[config.mk]
export PLATFORM = sky130hd
export DESIGN_NAME = alu_operand_loader
export DESIGN_NICKNAME = d
export VERILOG_FILES = /design/src/rtl/alu_pkg.sv /design/src/rtl/alu_operand_loader_btn_debounce.sv /design/src/rtl/alu_operand_loader.sv
export SDC_FILE = /design/constraint.sdc
export NUM_CORES = 1
export LEC_CHECK = 0
export CAP_MARGIN = 20
export CORE_MARGIN = 1
export CORE_UTILIZATION = 31
export CTS_CLUSTER_SIZE = 30
export DETAILED_ROUTE_END_ITERATION = 12
export PLACE_DENSITY_LB_ADDON = 0.05
export SLEW_MARGIN = 20
export SYNTH_ARGS = -nofsm -noshare
export SYNTH_HDL_FRONTEND = slang
export SYNTH_SLANG_ARGS = --single-unit
[constraint.sdc]
create_clock -name i_clk -period 3.25 [get_ports i_clk]
set_input_delay 0.325 -clock i_clk [delete_from_list [all_inputs] [get_ports i_clk]]
set_output_delay 0.325 -clock i_clk [all_outputs]
set_load 0.1 [all_outputs]
[src/rtl/alu_pkg.sv]
// Shared definitions for the ALU front end: loader FSM state encodings,
// opcode width and the ALU opcode values used by the ALU and its bench.
package alu_pkg;

    localparam int OPCODE_W = 6;

    typedef enum logic [1:0] {
        WAIT_A  = 2'd0,
        WAIT_B  = 2'd1,
        WAIT_OP = 2'd2,
        READY   = 2'd3
    } state_t;

    localparam logic [OPCODE_W-1:0] OP_ADD = 6'b100000;
    localparam logic [OPCODE_W-1:0] OP_SUB = 6'b100010;
    localparam logic [OPCODE_W-1:0] OP_AND = 6'b100100;
    localparam logic [OPCODE_W-1:0] OP_OR  = 6'b100101;
    localparam logic [OPCODE_W-1:0] OP_XOR = 6'b100110;
    localparam logic [OPCODE_W-1:0] OP_SRA = 6'b000011;
    localparam logic [OPCODE_W-1:0] OP_SRL = 6'b000010;
    localparam logic [OPCODE_W-1:0] OP_NOR = 6'b100111;

endpackage

[src/rtl/alu_operand_loader_btn_debounce.sv]
// Push-button conditioning: two-flop synchroniser, counter-based debouncer
// and a single-cycle pulse on each accepted press (releases give no pulse).
module btn_debounce #(
    parameter int DEBOUNCE_CYCLES = 1_000_000
) (
    input  logic i_clk,
    input  logic i_reset,
    input  logic i_btn,
    output logic o_pulse
);

    localparam int CNT_W = $clog2(DEBOUNCE_CYCLES);
    localparam logic [CNT_W-1:0] CNT_MAX = CNT_W'(DEBOUNCE_CYCLES - 1);

    logic             sync_1;
    logic             sync_2;
    logic             level;
    logic [CNT_W-1:0] cnt;
    logic             differ;
    logic             expire;

    assign differ = (sync_2 != level);
    assign expire = differ && (cnt == CNT_MAX);

    // Bring the asynchronous button into the clock domain.
    always_ff @(posedge i_clk) begin
        if (i_reset) begin
            sync_1 <= 1'b0;
            sync_2 <= 1'b0;
        end else begin
            sync_1 <= i_btn;
            sync_2 <= sync_1;
        end
    end

    // Accept a new level only after it has been seen unchanged for the full
    // window; the pulse is raised on the same edge the level flips to 1, so
    // the consumer acts one edge later.
    always_ff @(posedge i_clk) begin
        if (i_reset) begin
            cnt     <= '0;
            level   <= 1'b0;
            o_pulse <= 1'b0;
        end else begin
            o_pulse <= 1'b0;
            if (!differ) begin
                cnt <= '0;
            end else if (expire) begin
                cnt     <= '0;
                level   <= sync_2;
                o_pulse <= sync_2;
            end else begin
                cnt <= cnt + CNT_W'(1);
            end
        end
    end

endmodule

[src/rtl/alu_operand_loader.sv]
// ALU front end: captures operand A, operand B and the opcode from the shared
// switch bus in A -> B -> OP order, driven by three debounced push-buttons,
// and holds them on registered outputs with a valid flag.
module alu_operand_loader
    import alu_pkg::*;
#(
    parameter int SIZE            = 8,
    parameter int DEBOUNCE_CYCLES = 1_000_000
) (
    input  logic                i_clk,
    input  logic                i_reset,
    input  logic [SIZE-1:0]     i_sw,
    input  logic                i_btn_a,
    input  logic                i_btn_b,
    input  logic                i_btn_op,
    output logic [SIZE-1:0]     o_a,
    output logic [SIZE-1:0]     o_b,
    output logic [OPCODE_W-1:0] o_opcode,
    output logic                o_valid,
    output logic [1:0]          o_state
);

    logic   pulse_a;
    logic   pulse_b;
    logic   pulse_op;
    state_t state;
    state_t state_next;
    logic   ld_a;
    logic   ld_b;
    logic   ld_op;

    btn_debounce #(.DEBOUNCE_CYCLES(DEBOUNCE_CYCLES)) u_deb_a (
        .i_clk   (i_clk),
        .i_reset (i_reset),
        .i_btn   (i_btn_a),
        .o_pulse (pulse_a)
    );

    btn_debounce #(.DEBOUNCE_CYCLES(DEBOUNCE_CYCLES)) u_deb_b (
        .i_clk   (i_clk),
        .i_reset (i_reset),
        .i_btn   (i_btn_b),
        .o_pulse (pulse_b)
    );

    btn_debounce #(.DEBOUNCE_CYCLES(DEBOUNCE_CYCLES)) u_deb_op (
        .i_clk   (i_clk),
        .i_reset (i_reset),
        .i_btn   (i_btn_op),
        .o_pulse (pulse_op)
    );

    // FSM state register.
    always_ff @(posedge i_clk) begin
        if (i_reset) begin
            state <= WAIT_A;
        end else begin
            state <= state_next;
        end
    end

    // Next state: only the pulse legal in the current state advances; in
    // READY an A press restarts the sequence and takes priority over OP.
    always_comb begin
        state_next = state;
        unique case (state)
            WAIT_A:  if (pulse_a)  state_next = WAIT_B;
            WAIT_B:  if (pulse_b)  state_next = WAIT_OP;
            WAIT_OP: if (pulse_op) state_next = READY;
            READY:   if (pulse_a)  state_next = WAIT_B;
            default: state_next = WAIT_A;
        endcase
    end

    // Load enables for the capture registers, decoded from state and pulses.
    always_comb begin
        ld_a  = 1'b0;
        ld_b  = 1'b0;
        ld_op = 1'b0;
        unique case (state)
            WAIT_A:  ld_a  = pulse_a;
            WAIT_B:  ld_b  = pulse_b;
            WAIT_OP: ld_op = pulse_op;
            READY: begin
                ld_a  = pulse_a;
                ld_op = pulse_op && !pulse_a;
            end
            default: ;
        endcase
    end

    // Capture registers hold their value except on their own load edge;
    // a new A invalidates the operation, a new opcode completes it.
    always_ff @(posedge i_clk) begin
        if (i_reset) begin
            o_a      <= '0;
            o_b      <= '0;
            o_opcode <= '0;
            o_valid  <= 1'b0;
        end else begin
            if (ld_a)  o_a      <= i_sw;
            if (ld_b)  o_b      <= i_sw;
            if (ld_op) o_opcode <= i_sw[OPCODE_W-1:0];
            if (ld_a) begin
                o_valid <= 1'b0;
            end else if (ld_op) begin
                o_valid <= 1'b1;
            end
        end
    end

    assign o_state = state;

endmodule

==> results.py, run 1 <==
metrics = {
    "clock_tree": {
        "cts_hold_buf": 0,
        "post_cts_buffers": 0,
        "cts_tree": "done",
        "root_buffer": "clkbuf_16",
        "cts_resized": 0,
        "numCtsBuffers": 9,
        "clkSlewWorstSetupHoldPaths_ns": 0.07,
        "insertion_delay_ns": 0.34,
        "h-tree-depth": 3,
        "cts_sinks": 97,
        "clockBufferDepth": 2,
    },
    "synth": {
        "synthSimpleGateAreaFrac": 0.290,
        "yosysSeqAreaShare": 0.474,
        "synth_edf_count": 0,
        "yosysWarnings": 0,
        "synthXorXnorAreaFrac": 0.0770,
        "ys_async_sr_fraction": 0,
        "avgSynthCellArea_sq_um": 8.65,
        "synth_cell_types": 44,
        "synth_fa_ha_area_frac": 0.0183,
        "synth_flop_cell": "dfxtp_1",
        "synth_compound_area_frac": 0.0935,
        "netlist_instances": 473,
        "yosysTopAreaCellShare": 0.474,
        "synth.net_count": 492,
        "synth_largest_area_cell": "dfxtp_1",
        "synth_top_family_by_area": "simple AND/OR/NAND/NOR gates",
        "ys_seq_elements": 97,
        "netlist_top_cells_area": "dfxtp_1 (47%), nor2_1 (5.2%), a21oi_1 (4.8%)",
        "netlist_area_sq_mm": 0.00409,
        "synthMuxAreaShare": 0.0147,
    },
    "layout": {
        "nets": 526,
        "n_antenna_cell": 0,
        "final_common_cell": "dfxtp_1",
        "fillers": 1365,
        "area_growth_pct": 20.0,
        "drive_above_1_share": 0.0509,
        "final_cell_mix": "dfxtp_1 (97), nor2_1 (57), nand2_1 (40)",
    },
    "placed_design": {
        "hpwlAfterDp_mm": 6.10,
        "gp_congestion": 0.783,
        "port-buffer-count": 37,
    },
    "sta": {
        "timing.fmax_mhz": 445,
        "setup_violations": 0,
        "layout_min_cycle_time_ns": 2.25,
        "fin_skew_ns": 0.00672,
        "final.setup.tns_ns": 0,
        "slew_headroom": 0.346,
        "drv_slew": 0,
        "fin_crit_sh": 0.691,
        "finalHoldViolCount": 0,
        "rsz0062_at_grt": "false",
        "tightest_slew_ns": 0.978,
    },
    "pwr": {
        "clkPwrFrac": 0.425,
        "power_mw": 2.40,
        "peakVddDrop_mv": 0.186,
        "p_leak_nw": 1.54,
        "power_frac_seq": 0.505,
        "p_switching_mw": 0.574,
        "internal-power_mw": 1.82,
        "power.share.combinational": 0.069,
        "swShare": 0.239,
        "powerDensity_mw_per_mm2": 488,
    },
    "global_route": {
        "grt_usage": 0.139,
        "grt_max_degree": 31,
        "antenna_found_initial": 0,
        "grt_pass1_wl_mm": 14.7,
        "overflow": 0,
        "grt_pass1_vias": 3037,
    },
    "drt": {
        "m1WireLength_mm": 4.70,
        "vias": 3313,
        "top_layer_used": "met4",
        "wl_met2_mm": 3.80,
        "wl_per_cell_microns": 13.1,
        "drt-pass1-iter-count": 4,
        "route.detailed.drc": 0,
        "drtIter0Drc": 158,
        "via_per_inst": 4.85,
        "wl_met3_microns": 267,
        "wl_mm": 8.92,
        "ant_nets": 0,
    },
    "floorplan": {
        "io_pins": 38,
        "die-height_microns": 117,
        "die-area_sq_mm": 0.0137,
        "coreArea_sq_mm": 0.0127,
        "die-width_microns": 117,
        "start_util": 0.322,
        "rows": 41,
    },
    "worst_setup_path": {
        "start_kind": "register",
        "cp_slowest_stage_delay_ns": 1.16,
        "r2r_cells": 4,
        "crit_slowest_cell": "clkdlybuf4s50_1",
        "worstSetupPathDepth": 1,
        "crit_end": "o_state[1]",
        "cp_num_buf_inv": 1,
        "worst_ep_arrival_time_ns": 1.92,
        "path_cells": "clkdlybuf4s50_1",
        "worst_setup_path_end_kind": "primary output",
        "crit_family": "buffers and inverters",
        "timing.rr.end": "u_deb_op.cnt[4]",
        "reg2reg_slack_ns": 1.33,
        "critical_path.startpoint": "o_state[1]",
        "worstPathMaxFanout": 5,
        "criticalPathCategory": "register to primary output",
        "regToRegStartpoint": "u_deb_op.cnt[13]",
        "required_ns": 2.92,
    },
    "job": {
        "cap_viol_max_count": 0,
    },
    "worst_hold_path": {
        "hold_path.class": "register to register",
    },
    "status": {
        "status": "finished clean",
    },
}
state kept, by name (all words and copies together) (netlist names), 2 cells and up:
register	count
u_deb_op.cnt	20
o_a	8
o_b	8
u_deb_b.cnt	20
o_opcode	6
u_deb_a.cnt	20
o_state	2
cell type report:
type                            instances  area [sq um]  area share
Sequential cell                        97          1940       0.396
Multi-Input combinational cell        344          2020       0.412
Clock buffer                           12           267      0.0543
Inverter                               15          56.3      0.0115
Timing Repair Buffer                   40           393      0.0800
Clock inverter                          3          15.0     0.00306
Tap cell                              172           215      0.0438
Yosys cell counts, types with 2 or more instances:
master and n:
nand4b_1 4, inv_1 15, nand4_1 17, nor2_1 57
nor4_1 4, buf_2 2, or3_1 15, clkbuf_2 2
clkbuf_1 12, mux2i_1 6, or4_2 2, and4_1 6
nor2b_1 8, a211oi_1 2, and2_1 5, xor2_1 17
nand2_1 40, nor3_1 9, ha_1 6, nand3_1 38
a21oi_1 39, nor4b_1 4, xnor2_1 19, o21ai_0 20
o31ai_1 3, and3_1 7, dfxtp_1 97
cell families after synthesis:
kind of cell,count (synthesis)
AOI/OAI and AO/OA,70
and+or+nand+nor,226
DFF,97
adders and majority gates,6
xor gates and xnor gates,36
buffers and inverters,32
muxes,6
power by group through the flow:
stage	clock network (mW)	logic [mW]	registers (mW)
after global routing	1.10	0.183	1.21
after global placement	0	0.168	1.24
after floorplan	0	0.0721	1.28
after detailed placement	0	0.168	1.24
after CTS	1.05	0.169	1.21
final	1.02	0.167	1.21
stage by stage:
step	area, sq um	instances	setup WS [ns]	hold slack, ns	utilization
CTS	4910	683	0.979	0.446	0.386
floorplan	4090	473	1.00	0.414	-
global placement	4630	668	1.34	0.420	0.364
global route	4910	683	0.916	0.459	0.386
finish	4910	683	1.00	0.439	0.386
detailed placement	4630	668	1.24	0.433	0.364
worst min path at each step:
stage                   start        endpoint  slack [ns]  depth (start not counted)
6_report       u_deb_a.sync_1  u_deb_a.sync_2        0.44                          1
5_1_grt        u_deb_a.sync_1  u_deb_a.sync_2        0.46                          1
4_1_cts        u_deb_a.sync_1  u_deb_a.sync_2        0.45                          1
3_5_place_dp   u_deb_a.sync_1  u_deb_a.sync_2        0.43                          1
3_3_place_gp   u_deb_b.sync_1  u_deb_b.sync_2        0.42                          1
2_1_floorplan  u_deb_a.sync_1  u_deb_a.sync_2        0.41                          1
layer usage:
| layer | vias to the layer above | track usage |
|---|---|---|
| li1 | 1728 | - |
| met1 | 1532 | 0.196 |
| met2 | 41 | 0.206 |
| met3 | 12 | 0.0273 |
| met4 | 0 | 0.0608 |
| met5 | - | 0 |
(Power assumes the default switching activity.)
==> run 2, diff against run 1 <==
==> constraint.sdc (replaced) <==
create_clock -name i_clk -period 2 [get_ports i_clk]
set_input_delay 0.2 -clock i_clk [delete_from_list [all_inputs] [get_ports i_clk]]
set_output_delay 0.2 -clock i_clk [all_outputs]
set_load 0.1 [all_outputs]
==> run 2 against run 1 <==
Effect of this change: final area rose by 2.1%; flip-flop and latch count stayed put; via count increased by 2.1%; clock power grew 85%; clock skew shrank 0.00068 ns; critical path type is now register to register.
==> results.py, run 2 (synthesis results as in run 1) <==
metrics = {
    "placed_design": {
        "dp_cells": 683,
        "port-buffer-count": 37,
        "dp_slack_ns": 0.157,
        "gp_congestion": 0.775,
        "hpwlAfterDp_mm": 6.29,
    },
    "global_route": {
        "overflow": 0,
        "grt_usage": 0.144,
        "use_met2": 0.235,
        "met3_usage": 0.0463,
        "grt-busiest-layer": "met2",
        "antenna_found_initial": 0,
        "grt_max_degree": 28,
        "grt_pass1_wl_mm": 15.1,
        "grt_pass1_vias": 3194,
        "met1_usage": 0.178,
    },
    "clock_tree": {
        "cts_sinks": 97,
        "root_buffer": "clkbuf_16",
        "cts_resized": 0,
        "numCtsBuffers": 9,
        "clkSlewWorstSetupHoldPaths_ns": 0.07,
        "h-tree-depth": 3,
        "cts_tree": "done",
        "insertion_delay_ns": 0.35,
        "post_cts_buffers": 0,
        "cts_hold_buf": 0,
        "clockBufferDepth": 2,
    },
    "sta": {
        "setup_slack_ns": 0.155,
        "timing.fmax_mhz": 542,
        "fin_skew_ns": 0.00604,
        "fin_crit_sh": 0.922,
        "finalHoldViolCount": 0,
        "tightest_slew_ns": 0.568,
        "slew_headroom": 0.621,
        "rsz0062_at_grt": "false",
        "setup_violations": 0,
        "drv_slew": 0,
        "final.setup.tns_ns": 0,
        "layout_min_cycle_time_ns": 1.84,
    },
    "worst_setup_path": {
        "worst_setup_path_end_kind": "register",
        "r2r_cells": 5,
        "worstPathMaxFanout": 5,
        "start_kind": "register",
        "timing.rr.end": "u_deb_a.cnt[18]",
        "reg2reg_slack_ns": 0.16,
        "worst_ep_arrival_time_ns": 2.13,
        "required_ns": 2.28,
        "regToRegStartpoint": "u_deb_a.cnt[0]",
        "criticalPathCategory": "register to register",
    },
    "worst_hold_path": {
        "hp-start": "i_btn_a",
        "min_path_cells": 2,
        "hold_path.class": "input port to register",
        "min_to": "u_deb_a.sync_1",
    },
    "drt": {
        "via_per_inst": 4.84,
        "wl_per_cell_microns": 12.7,
        "drtIter0Drc": 237,
        "ant_nets": 0,
        "wl_mm": 8.91,
        "route.detailed.drc": 0,
        "vias": 3384,
        "drt-pass1-iter-count": 4,
    },
    "floorplan": {
        "die-height_microns": 117,
        "io_pins": 38,
        "coreArea_sq_mm": 0.0127,
        "rows": 41,
        "start_util": 0.322,
        "die-area_sq_mm": 0.0137,
        "die-width_microns": 117,
    },
    "pwr": {
        "powerDensity_mw_per_mm2": 826,
        "p_leak_nw": 1.68,
        "power_mw": 4.14,
        "peakVddDrop_mv": 0.475,
    },
    "layout": {
        "final_cells": 699,
        "drive_above_1_share": 0.131,
        "n_antenna_cell": 0,
        "nets": 541,
        "largest_registers": "u_deb_a.cnt (20), u_deb_b.cnt (20), u_deb_op.cnt (20)",
        "final_cell_mix": "dfxtp_1 (95), nor2_1 (57), buf_4 (43)",
        "area_growth_pct": 22.4,
        "final_common_cell": "dfxtp_1",
        "utilization": 0.394,
    },
    "status": {
        "status": "finished clean",
    },
    "job": {
        "cap_viol_max_count": 0,
    },
}
## run 2: power breakdown
group	internal [mW]	switching (mW)	total, mW
logic	0.0920	0.190	0.282
clock network	1.16	0.726	1.89
registers	1.95	0.0188	1.97
total	3.20	0.935	4.14
## run 2: area by class of cell
cell class                 count  area, sq um
sequential                    97         1940
clock inverter                 5         77.6
inverter                      15         56.3
multi-input combinational    344         2020
tap                          172          215
timing repair buffer          55          443
clock buffer                  11          253
fill                        1339         7710
## run 2: how the worst max path moves through the flow
| stage | from | endpoint | slack, ns |
|---|---|---|---|
| 2_1_floorplan | o_state[0] | o_state[0] | 0.11 |
| 3_3_place_gp | u_deb_a.cnt[0] | u_deb_a.cnt[18] | 0.23 |
| 3_5_place_dp | u_deb_a.cnt[0] | u_deb_a.cnt[18] | 0.16 |
| 4_1_cts | u_deb_a.cnt[0] | u_deb_a.cnt[18] | 0.16 |
| 5_1_grt | u_deb_a.cnt[0] | u_deb_a.cnt[18] | 0.03 |
| 6_report | u_deb_a.cnt[0] | u_deb_a.cnt[18] | 0.16 |
## run 2: metrics by stage
step	area, sq um	hold slack, ns
after CTS	5010	0.395
after global routing	5010	0.401
final	5010	0.409
after global placement	4680	0.429
after floorplan	4100	0.328
after detailed placement	4680	0.427
## run 2: worst max-delay path, stage by stage (launching register included)
cell and delay, ns:
dfxtp_1 0.36, ha_1 0.21, nand2_1 0.13, or4_4 0.58, or3_1 0.37, a21oi_1 0.14
## run 2: metal layers
layer | up-vias | part of all wire
met4 | 0 | 0.014
met5 | - | 0
met3 | 9 | 0.041
met2 | 42 | 0.47
met1 | 1579 | 0.48
li1 | 1754 | -
